**src/rtl/mod31_pkg.sv**
```systemverilog
// Shared constants, FSM state type and end-around-carry adder for the mod-31 residue path.
package mod31_pkg;

  localparam int WORD_W     = 64;
  localparam int RES_W      = 5;
  localparam int WEIGHT_ROT = 4;   // 2^64 mod 31 = 16 = rotate-left by 4 in 5 bits

  typedef enum logic [1:0] {
    IDLE  = 2'd0,
    ACCUM = 2'd1,
    DONE  = 2'd2
  } state_t;

  typedef logic [RES_W-1:0] res_t;

  // Ones'-complement style add: carry out wraps to bit 0, and 31 (the second zero) folds to 0.
  function automatic res_t mod31_add5(input res_t a, input res_t b);
    logic [RES_W:0] sum;
    res_t           wrapped;
    sum     = {1'b0, a} + {1'b0, b};
    wrapped = sum[RES_W-1:0] + {{(RES_W-1){1'b0}}, sum[RES_W]};
    return (wrapped == '1) ? '0 : wrapped;
  endfunction

endpackage

```
**src/rtl/mod31_64bit.sv**
```systemverilog
// Combinational residue of one 64-bit word mod 31, optionally as a two's-complement value.
module mod31_64bit
  import mod31_pkg::*;
(
  input  logic [WORD_W-1:0] data,
  input  logic              sign,
  input  logic [2:0]        pad,
  output res_t              residue
);

  localparam int CHUNKS = 14;
  localparam int EXT_W  = CHUNKS * RES_W;

  logic [EXT_W-1:0] ext;
  logic [8:0]       sum;
  logic [5:0]       fold1;
  logic [4:0]       fold2;

  // Pad to 70 bits so every 5-bit chunk has weight 2^(5k) = 1 mod 31. A negative 70-bit value
  // is unsigned - 2^70, i.e. unsigned - 1 mod 31, hence the +30 correction when sign is set.
  assign ext = {pad, pad, data};

  always_comb begin
    // NOTE: every combinational output gets a default first so no path can infer a latch.
    sum = sign ? 9'd30 : 9'd0;
    for (int i = 0; i < CHUNKS; i++) begin
      sum = sum + {4'b0, ext[i*RES_W +: RES_W]};
    end
    fold1 = {1'b0, sum[4:0]} + {2'b0, sum[8:5]};
    fold2 = fold1[4:0] + {4'b0, fold1[5]};
    residue = (fold2 == 5'd31) ? '0 : fold2;
  end

endmodule

```
**src/rtl/mod31_horner_step.sv**
```systemverilog
// One Horner step for 64-bit digits: acc_next = (acc * 2^64 + r) mod 31.
module mod31_horner_step
  import mod31_pkg::*;
(
  input  res_t acc,
  input  res_t r,
  output res_t acc_next
);

  res_t acc_rot;

  assign acc_rot  = RES_W'((acc << WEIGHT_ROT) | (acc >> (RES_W - WEIGHT_ROT)));
  assign acc_next = mod31_add5(acc_rot, r);

endmodule

```
**src/rtl/mod31_stream_ctrl.sv**
```systemverilog
// Streams a multi-word operand (MSB word first) through one word-residue unit and accumulates
// the operand mod 31. Optional residue compare port enabled by defining MOD31_CHECK_EN.
module mod31_stream_ctrl
  import mod31_pkg::*;
#(
  parameter int MAX_WORDS = 8,
  parameter int CNT_W     = 4
) (
  input  logic              clk,
  input  logic              rst,
  input  logic              in_valid,
  output logic              in_ready,
  input  logic [WORD_W-1:0] in_data,
  input  logic              in_last,
  input  logic              in_signed,
  output logic              out_valid,
  input  logic              out_ready,
  output logic [RES_W-1:0]  out_residue,
  output logic              out_err,
  output logic              busy
`ifdef MOD31_CHECK_EN
  ,
  input  logic [RES_W-1:0]  exp_residue,
  output logic              out_mismatch
`endif
);

  state_t           state;
  res_t             acc;
  logic [CNT_W-1:0] cnt;
  logic             err;

  logic             accept;
  logic             first;
  logic             sign;
  res_t             word_res;
  res_t             acc_in;
  res_t             step_res;
  logic [CNT_W-1:0] cnt_base;
  logic [CNT_W-1:0] word_num;
  logic             err_base;
  logic             err_next;
  res_t             res_next;

  assign in_ready  = (state != DONE);
  assign busy      = (state != IDLE);
  assign out_valid = (state == DONE);

  assign accept = in_valid & in_ready;
  assign first  = (state == IDLE);

  // Only the most significant word carries the operand sign; later words are pure magnitude.
  assign sign = in_signed & in_data[WORD_W-1] & first;

  mod31_64bit u_word (
    .data    (in_data),
    .sign    (sign),
    .pad     ({3{sign}}),
    .residue (word_res)
  );

  assign acc_in = first ? '0 : acc;

  mod31_horner_step u_step (
    .acc      (acc_in),
    .r        (word_res),
    .acc_next (step_res)
  );

  assign cnt_base = first ? '0 : cnt;
  assign word_num = cnt_base + CNT_W'(1);
  assign err_base = first ? 1'b0 : err;
  assign err_next = err_base | ((word_num == CNT_W'(MAX_WORDS)) & ~in_last);
  assign res_next = err_next ? '0 : step_res;

  always_ff @(posedge clk or posedge rst) begin
    if (rst) begin
      state       <= IDLE;
      acc         <= '0;
      cnt         <= '0;
      err         <= 1'b0;
      out_residue <= '0;
      out_err     <= 1'b0;
`ifdef MOD31_CHECK_EN
      out_mismatch <= 1'b0;
`endif
    end else begin
      // NOTE: all state updates are non-blocking so every register sees pre-edge values.
      case (state)
        IDLE, ACCUM: begin
          if (accept) begin
            acc <= step_res;
            // Counter freezes once overflow is flagged; discarded words only wait for in_last.
            cnt <= err_base ? cnt_base : word_num;
            err <= err_next;
            if (in_last) begin
              state       <= DONE;
              out_residue <= res_next;
              out_err     <= err_next;
`ifdef MOD31_CHECK_EN
              out_mismatch <= (res_next != exp_residue) | err_next;
`endif
            end else begin
              state <= ACCUM;
            end
          end
        end
        DONE: begin
          if (out_ready) begin
            state <= IDLE;
          end
        end
        default: state <= IDLE;
      endcase
    end
  end

endmodule
```
**config.mk**
```make
export PLATFORM = sky130hd
export DESIGN_NAME = mod31_stream_ctrl
export DESIGN_NICKNAME = d
export VERILOG_FILES = /design/src/rtl/mod31_pkg.sv /design/src/rtl/mod31_64bit.sv /design/src/rtl/mod31_horner_step.sv /design/src/rtl/mod31_stream_ctrl.sv
export SDC_FILE = /design/constraint.sdc
export NUM_CORES = 1
export LEC_CHECK = 0
export ABC_AREA = 1
export BUFFER_PORTS_ARGS = -buffer_cell sky130_fd_sc_hd__buf_2
export CAP_MARGIN = 5
export CORE_UTILIZATION = 56
export DETAILED_ROUTE_END_ITERATION = 8
export GPL_ROUTABILITY_DRIVEN = 0
export GPL_TIMING_DRIVEN = 0
export PLACE_DENSITY_LB_ADDON = 0.25
export SYNTH_ARGS = -nofsm -noshare
export SYNTH_HDL_FRONTEND = slang
export SYNTH_HIERARCHICAL = 1
export SYNTH_SLANG_ARGS = --single-unit
```
**constraint.sdc**
```tcl
create_clock -name clk -period 22.5 [get_ports clk]
set_clock_uncertainty 0.1 [all_clocks]
set_input_delay 2.25 -clock clk [delete_from_list [all_inputs] [get_ports clk]]
set_output_delay 2.25 -clock clk [all_outputs]
set_load 0.02 [all_outputs]
```
# == After elaboration in Yosys (flattened, before gate mapping) ==
# Cells that the tools add are included.
# word_totals
ff_bits,18
latchBits,0
ram_bits,0
rom_bits,0
in_bits,70
output_inout_bits,9
elab_cells,58
memories,0
# op_classes
add_sub_neg,19
mul,0
div,0
magnitude_cmp,0
n_eq_ne,8
n_shift,0
muxes,12
bitwise_logic,7
reduce_logical,6
# op_table
op,count
9-bit by 5-bit adder with 9-bit output,14
5-bit two-way mux,5
5-bit by 1-bit adder with 5-bit output,2
5-bit == test (second input constant),2
4-bit two-way mux,2
5-bit by 4-bit adder with 6-bit output,1
5-bit by 5-bit adder with 6-bit output,1
2-bit two-way mux,3
5-bit by 4-bit OR with 5-bit output,1
4-bit by 1-bit adder with 4-bit output (second input constant),1
1-bit AND,4
4-bit == test (second input constant),1
2-bit != test (second input constant),2
2-bit one-hot mux with 2 select lines,1
2-bit AND reduction,2
3-bit AND reduction,1
2-bit by 1-bit == test with 1-bit output (second input constant),1
2-bit == test (second input constant),1
2-bit zero test,1
2-bit by 1-bit != test with 1-bit output (second input constant),1
2-bit nonzero test,1
2-bit OR reduction,1
1-bit two-way mux,1
1-bit inverter,1
1-bit OR,1

# == Depth between registers and ports, before layout ==
# Gate-level depths: netlist of the first run.
# depth
word_depth,26
ltp_mapped,51

# == Modules after synthesis ==
# Netlist of the first run, hierarchy kept.
# modules_own_cells
module,n_inst,cells_each,area_each_um2,seq_area_each_um2
mod31_64bit,1,262,2242.2,0.0
mod31_stream_ctrl,1,109,955.9,450.4
mod31_horner_step,1,56,317.8,0.0

# == Worst setup path after synthesis of the first run ==
# No wires, ideal clock.
# synth_path
path_kind,input port to flip-flop
from,input in_signed
to,register acc[0]
setup_time_ps,126
arrival_time_ps,10441
slack_ps,11833
path_stages,48
path_buffers,0
path_cell_list,nand2_1 nor2_1 inv_1 fa_1 inv_1 fa_1 fa_1 fa_1 inv_1 fa_1 fa_1 inv_1 ha_1 inv_1 fa_1 inv_1 nand3_1 nand2_1 [12 not listed] nand2_1 nor2_2 nor2_1 ha_1 nand3_1 nand3_1 a21oi_1 o21bai_1 ha_1 ha_1 nand3_1 nand2_1 nor3_1 nand2_1 nor2_2 nor2_1 nand2_1 o21ai_0
# synth_between
elab_chain_len,25
# synth_rtl
item,line,rtl
start: declaration,mod31_stream_ctrl.sv:15,"input logic in_signed,"
1-bit AND (*) (2 in a row),mod31_stream_ctrl.sv:53,assign sign = in_signed & in_data[WORD_W-1] & first;
named net sign,mod31_stream_ctrl.sv:35,logic sign;
5-bit two-way mux,mod31_64bit.sv:25,sum = sign ? 9'd30 : 9'd0;
9-bit by 5-bit adder with 9-bit output (13 in a row),mod31_64bit.sv:27,"sum = sum + {4'b0, ext[i*RES_W +: RES_W]};"
9-bit by 5-bit adder with 9-bit output (*),mod31_64bit.sv:27,
5-bit by 4-bit adder with 6-bit output (*),mod31_64bit.sv:29,"fold1 = {1'b0, sum[4:0]} + {2'b0, sum[8:5]};"
5-bit by 1-bit adder with 5-bit output (*),mod31_64bit.sv:30,"fold2 = fold1[4:0] + {4'b0, fold1[5]};"
5-bit == test,mod31_64bit.sv:31,residue = (fold2 == 5'd31) ? '0 : fold2;
5-bit two-way mux (*),mod31_64bit.sv:31,
named net word_res[2],mod31_stream_ctrl.sv:36,res_t word_res;
5-bit by 5-bit adder with 6-bit output (*),mod31_pkg.sv:20,"sum = {1'b0, a} + {1'b0, b};"
5-bit by 1-bit adder with 5-bit output (*),mod31_pkg.sv:21,"wrapped = sum[RES_W-1:0] + {{(RES_W-1){1'b0}}, sum[RES_W]};"
5-bit == test,mod31_pkg.sv:22,return (wrapped == '1) ? '0 : wrapped;
5-bit two-way mux (*),mod31_pkg.sv:22,
named net step_res[0],mod31_stream_ctrl.sv:38,res_t step_res;
end signal: assignment,mod31_stream_ctrl.sv:92,acc <= step_res;
end: declaration,mod31_stream_ctrl.sv:29,res_t acc;
# Mark *: on every way through the listed nets, which the timed path passes. The rest lies on a longest branch.
# A chain may end at the register's enable or synchronous reset.

# == Final worst setup path of the first run ==
# layout_path
from,input in_data[63]
to,register acc[2]
# layout_between
elab_chain_len,25
# layout_rtl
item,line,rtl
start: declaration,mod31_stream_ctrl.sv:13,"input logic [WORD_W-1:0] in_data,"
1-bit AND (*) (2 in a row),mod31_stream_ctrl.sv:53,
named net sign,mod31_stream_ctrl.sv:35,
5-bit two-way mux,mod31_64bit.sv:25,
9-bit by 5-bit adder with 9-bit output (13 in a row),mod31_64bit.sv:27,
9-bit by 5-bit adder with 9-bit output (*),mod31_64bit.sv:27,
5-bit by 4-bit adder with 6-bit output (*),mod31_64bit.sv:29,
5-bit by 1-bit adder with 5-bit output (*),mod31_64bit.sv:30,
5-bit == test,mod31_64bit.sv:31,
5-bit two-way mux (*),mod31_64bit.sv:31,
named net word_res[2],mod31_stream_ctrl.sv:36,
5-bit by 5-bit adder with 6-bit output (*),mod31_pkg.sv:20,
5-bit by 1-bit adder with 5-bit output (*),mod31_pkg.sv:21,
5-bit == test,mod31_pkg.sv:22,
5-bit two-way mux (*),mod31_pkg.sv:22,
named net step_res[2],mod31_stream_ctrl.sv:38,
# Marked as above.

==> impl_metrics.yaml, run 1 <==
worst_setup_path:
  worstPathArrival_ns: 11.42
  worstSetupEndpointType: "flip-flop"
  cp_common_cell: "nand2_1"
  cpPeakStageDelay_ns: 0.56
  crit_path_max_fanout: 6
  cpMaxStageDelayCell: "fa_1"
  regToRegStartpoint: "state[1]$_DFFE_PP0P_"
  critPathKind: "input pin to flip-flop"
  required_ns: 22.53
  start_kind: "input pin"
  setup.worst_path.start: "in_data[63]"
routing:
  antenna_left: 0
  post_drt_wl_per_cell_um: 10.47
  dr.first_iter.drc_count: 70
  via_count: 2768
  drc_errors: 0
  drt-total-wl_mm: 6.104
  vias_per_cell: 4.748
  firstDrtPassIters: 4
sta:
  tns_ns: 0
  setup_viol: 0
  period_share_pct: 50.64
  fin_ws_ns: 11.11
  hold_violations: 0
  slew_violations: 0
  timing.fmax_mhz: 87.76
  hold_ws_ns: 0.4120
  period_needed_ns: 11.39
  rsz0062_at_grt: "no"
  tightest_slew_ns: 0.6856
  max-slew-margin-rel_pct: 54.24
yosys:
  synth-seq-cells: 18
  synth_ff_type: "dfrtp_1"
  async_flop_share_pct: 100.0
  synth_cell_types: 31
  netlist_instances: 427
  synthTopCellsByCount: "inv_1 (148), fa_1 (62), nand2_1 (60)"
  yosysWarnings: 6
  ys_top_cells_by_area: "fa_1 (35%), inv_1 (16%), dfrtp_1 (13%)"
  syn_avg_cell_area_um2: 8.234
  synth.cell_area_um2: 3516
  synth_top_cell_area_share_pct: 35.30
  ys_seq_area_share_pct: 12.81
  synth_largest_area_cell: "fa_1"
  synth_most_common_cell: "inv_1"
  synth_fp_nets: 592
  synth_edf_count: 0
job:
  cap_viol_max_count: 0
clock_network:
  post_cts_buffers: 0
  cts_buffer_depth: 2
  clock_latency_ns: 0.25
  root_buffer: "clkbuf_8"
  h-tree-depth: 1
  cts_buffers: 3
  clk_pin_slew_worst_paths_ns: 0.07
  cts_resized: 0
  holdBufCountCts: 0
  clock_sinks: 18
  cts_tree: "built"
cells_and_area:
  num-nets-final: 674
  n_antenna_cell: 0
  multiInputGateArea_um2: 2470
  n_fill_cell: 481
  fin_cells: 583
  regArea_um2: 450.4
  syn2layout_area_growth_pct: 15.20
  drive_gt1_share_pct: 20.87
place:
  dp_cells: 579
  dp_hpwl_mm: 5.639
  pre_cts_ws_ns: 10.82
  portBuffers: 77
die:
  die_x_um: 81.24
  ios: 79
  std_cell_rows: 28
  core_area_um2: 5991
  start_util_pct: 58.69
  die_area_um2: 6599
  dieHeight_um: 81.24
worst_hold_path:
  min_path_type: "flip-flop to flip-flop"
  hold_start: "out_residue[3]$_DFFE_PP0P_"
global_route:
  grt_usage_pct: 22.38
  antenna_found_initial: 0
  grt_max_degree: 19
  grt_pass1_vias: 2885
  grt_overflow: 0
  grt_pass1_wl_mm: 11.61
run_status:
  status: "complete, no violations"
## cells in the final DEF, fill, tap and decap left out, drive strengths merged, types with 2 or more instances in the layout
cell type and n:
ha 33, a21oi 12, buf 80, nand3b 2, fa 62, clkbuf 4, inv 151, dfrtp 18
nand2 66, nor3 2, o21ai 16, nand4 6, nand3 22, xnor2 4, nor2 26
## cell type report
class	instances	share of cell area, %
buffer	3	0.5870
clock buffer	4	1.359
inverter	151	14.12
multi-input combinational	255	60.98
sequential	18	11.12
tap	75	2.317
timing repair buffer	77	9.515
## per-stage QoR
stage	instance area [µm²]	util [%]
4_1_cts	4050	67.61
6_report	4050	67.61
3_5_place_dp	3995	66.69
5_1_grt	4050	67.61
3_3_place_gp	3995	66.69
2_1_floorplan	3516	-
## path summary, 6_finish.rpt
| kind | cells past startpoint | slack (ns) | endpoint |
|---|---|---|---|
| setup / recovery | 48 | 11.11 | acc[2]$_DFFE_PP0P_ |
| hold / removal | 2 | 0.41 | out_residue[3]$_DFFE_PP0P_ |
| setup reg to reg | 48 | 12.58 | acc[2]$_DFFE_PP0P_ |
| hold reg to reg | 2 | 0.41 | out_residue[3]$_DFFE_PP0P_ |
| max in group asynchronous | 2 | 19.87 | cnt[2]$_DFFE_PP0P_ |
| min in group asynchronous | 2 | 1.99 | acc[2]$_DFFE_PP0P_ |
## critical path: cells and delay by family
kind                     cells  cell delay, ns
adder cells (fa/ha/maj)     13            5.00
XOR/XNOR                     1            0.17
AO/OA/AOI/OAI                6            0.71
AND/OR/NAND/NOR             23            2.74
buffers and inverters        5            0.54
## registers in the layout (all words and copies together), names as in the netlist
| name | cells |
|---|---|
| acc | 5 |
| cnt | 4 |
| err | 1 |
| out_err | 1 |
| out_residue | 5 |
| state | 2 |
## kinds of logic (layout without fill, tap and decap cells)
| group | Yosys count | after routing | synth area share (%) |
|---|---|---|---|
| XOR/XNOR | 4 | 4 | 0.9963 |
| adder cells (fa/ha/maj) | 95 | 95 | 47.05 |
| AO/OA/AOI/OAI | 32 | 32 | 5.303 |
| AND/OR/NAND/NOR | 124 | 124 | 16.90 |
| flip-flops | 18 | 18 | 12.81 |
| buffers and inverters | 154 | 235 | 16.94 |
## metal layers
layer  part of all wire (%)  global-route usage (%)
met5                      0                       0
met4                   0.87                   3.929
met3                    2.9                  0.7865
met2                     53                   41.68
met1                     43                   29.15
Power of run 1 is not shown: default switching activity piles up to over one toggle a cycle in this logic, so the estimate is an artifact.
==> inputs of run 2 (changes only) <==
- CORE_UTILIZATION: 56 -> 51
- clock period: 22.5 -> 9.7 ns (I/O delays scaled with it)
==> impl_metrics.yaml, run 2 (synthesis results as in run 1) <==
worst_setup_path:
  cp_common_cell: "inv_1"
  reg2reg_depth: 52
  start_kind: "input pin"
  worstSetupEndpointType: "flip-flop"
  r2r_slack_ns: 0.60
  required_ns: 9.74
  path_buf_inv: 11
  r2r_end: "acc[0]$_DFFE_PP0P_"
  crit_path_max_fanout: 5
  cpMaxStageDelayCell: "fa_1"
  regToRegStartpoint: "state[1]$_DFFE_PP0P_"
  path_delay_family: "adder cells"
  cpPeakStageDelay_ns: 0.55
  critPathKind: "input pin to flip-flop"
  worstPathArrival_ns: 9.36
global_route:
  grt_usage_pct: 19.41
  antenna_found_initial: 0
  grt_pass1_wl_mm: 11.52
  grt_pass1_vias: 2886
  grt_overflow: 0
  grt_max_degree: 19
sta:
  slew_violations: 0
  hold_violations: 0
  period_needed_ns: 9.320
  setup_viol: 0
  max-slew-margin-rel_pct: 54.52
  tightest_slew_ns: 0.6815
  hold_ws_ns: 0.4074
  period_share_pct: 96.09
  timing.fmax_mhz: 107.3
routing:
  via_count: 2843
  dr.first_iter.drc_count: 58
  firstDrtPassIters: 4
  drt-total-wl_mm: 6.527
  drc_errors: 0
  post_drt_wl_per_cell_um: 10.97
  vias_per_cell: 4.778
  antenna_left: 0
cells_and_area:
  num-nets-final: 685
  syn2layout_area_growth_pct: 22.35
  multiInputGateArea_um2: 2644
  layout_commonest_cell: "inv_1"
  mostFrequentLayoutCells: "inv_1 (145), buf_2 (78), fa_1 (61)"
  drive_gt1_share_pct: 29.15
  n_antenna_cell: 0
  n_fill_cell: 557
  regArea_um2: 450.4
  reg_top3: "acc: 5 flops, out_residue: 5 flops, cnt: 4 flops"
worst_hold_path:
  holdPathEnd: "out_err$_DFFE_PP0P_"
  hold_start: "out_err$_DFFE_PP0P_"
  min_path_type: "flip-flop to flip-flop"
  hold_depth: 2
place:
  dp_hpwl_mm: 5.501
  portBuffers: 77
die:
  start_util_pct: 54.13
  dieHeight_um: 85.03
  ios: 79
  die_x_um: 85.03
  core_area_um2: 6495
  die_area_um2: 7230
  std_cell_rows: 29
clock_network:
  root_buffer: "clkbuf_8"
  cts_buffers: 3
  cts_buffer_depth: 2
  h-tree-depth: 1
  clock_sinks: 18
  clk_pin_slew_worst_paths_ns: 0.07
  clock_latency_ns: 0.25
  cts_tree: "built"
run_status:
  status: "complete, no violations"
job:
  cap_viol_max_count: 0
run 2: how the worst max path moves through the flow:
| stage | slack (ns) | depth (start not counted) | endpoint | startpoint |
|---|---|---|---|---|
| after detailed placement | -0.82 | 49 | acc[1]$_DFFE_PP0P_ | in_data[63] |
| after global routing | -0.06 | 52 | acc[0]$_DFFE_PP0P_ | in_data[63] |
| after CTS | 0.02 | 49 | acc[1]$_DFFE_PP0P_ | in_data[63] |
| final | 0.38 | 52 | acc[0]$_DFFE_PP0P_ | in_data[63] |
| after global placement | -0.58 | 49 | acc[0]$_DFFE_PP0P_ | in_data[63] |
| after floorplan | 0.31 | 48 | acc[0]$_DFFE_PP0P_ | in_signed |
run 2: layout make-up:
cell class              count  area share [%]
plain buffers               3          0.5526
clock buffers               3          0.9599
inverters                 151           13.35
multi-input cells         255           61.46
flip-flops and latches     18           10.47
well taps                  77           2.240
repair buffers             88           10.97
run 2: stage by stage:
stage                     setup slack, ns  utilization (%)  setup TNS (ns)  cell area [µm²]  std cells
after global routing             -0.05684            66.23         -0.2234             4302        595
after floorplan                    0.3127                -               0             3516        427
final                              0.3796            66.23               0             4302        595
after detailed placement          -0.8173            61.55          -7.615             3998        581
after CTS                         0.02468            62.49               0             4059        585
after global placement            -0.5808            61.55          -5.360             3998        581
run 2: worst register-to-register path: cells and delay by family, from the launching register on:
| family | cells | cell delay (ns) |
|---|---|---|
| DFF | 1 | 0.44 |
| AOI/OAI and AO/OA | 4 | 0.43 |
| xor gates and xnor gates | 1 | 0.13 |
| buffers and inverters | 11 | 0.82 |
| and+or+nand+nor | 22 | 2.22 |
| adders and majority gates | 14 | 4.87 |
run 2: repair_timing:
action | 4_1_cts | 5_1_grt
pin swaps | 2 | 41
buffers inserted | 1 | 10
gates resized for setup | 4 | 40
hold buffers | 0 | 0
endpoints found under the setup margin | 10 | 10
run 2: metal layers:
| metal | up-vias | track usage [%] | wire length [µm] | share of wire, % |
|---|---|---|---|---|
| li1 | 1422 | - | - | - |
| met1 | 1367 | 24.09 | 2950 | 45 |
| met2 | 50 | 36.95 | 3367 | 52 |
| met3 | 4 | 1.946 | 176 | 2.7 |
| met4 | 0 | 3.236 | 32 | 0.49 |
| met5 | - | 0 | 0 | 0 |
Power of run 2 is left out for the same reason.
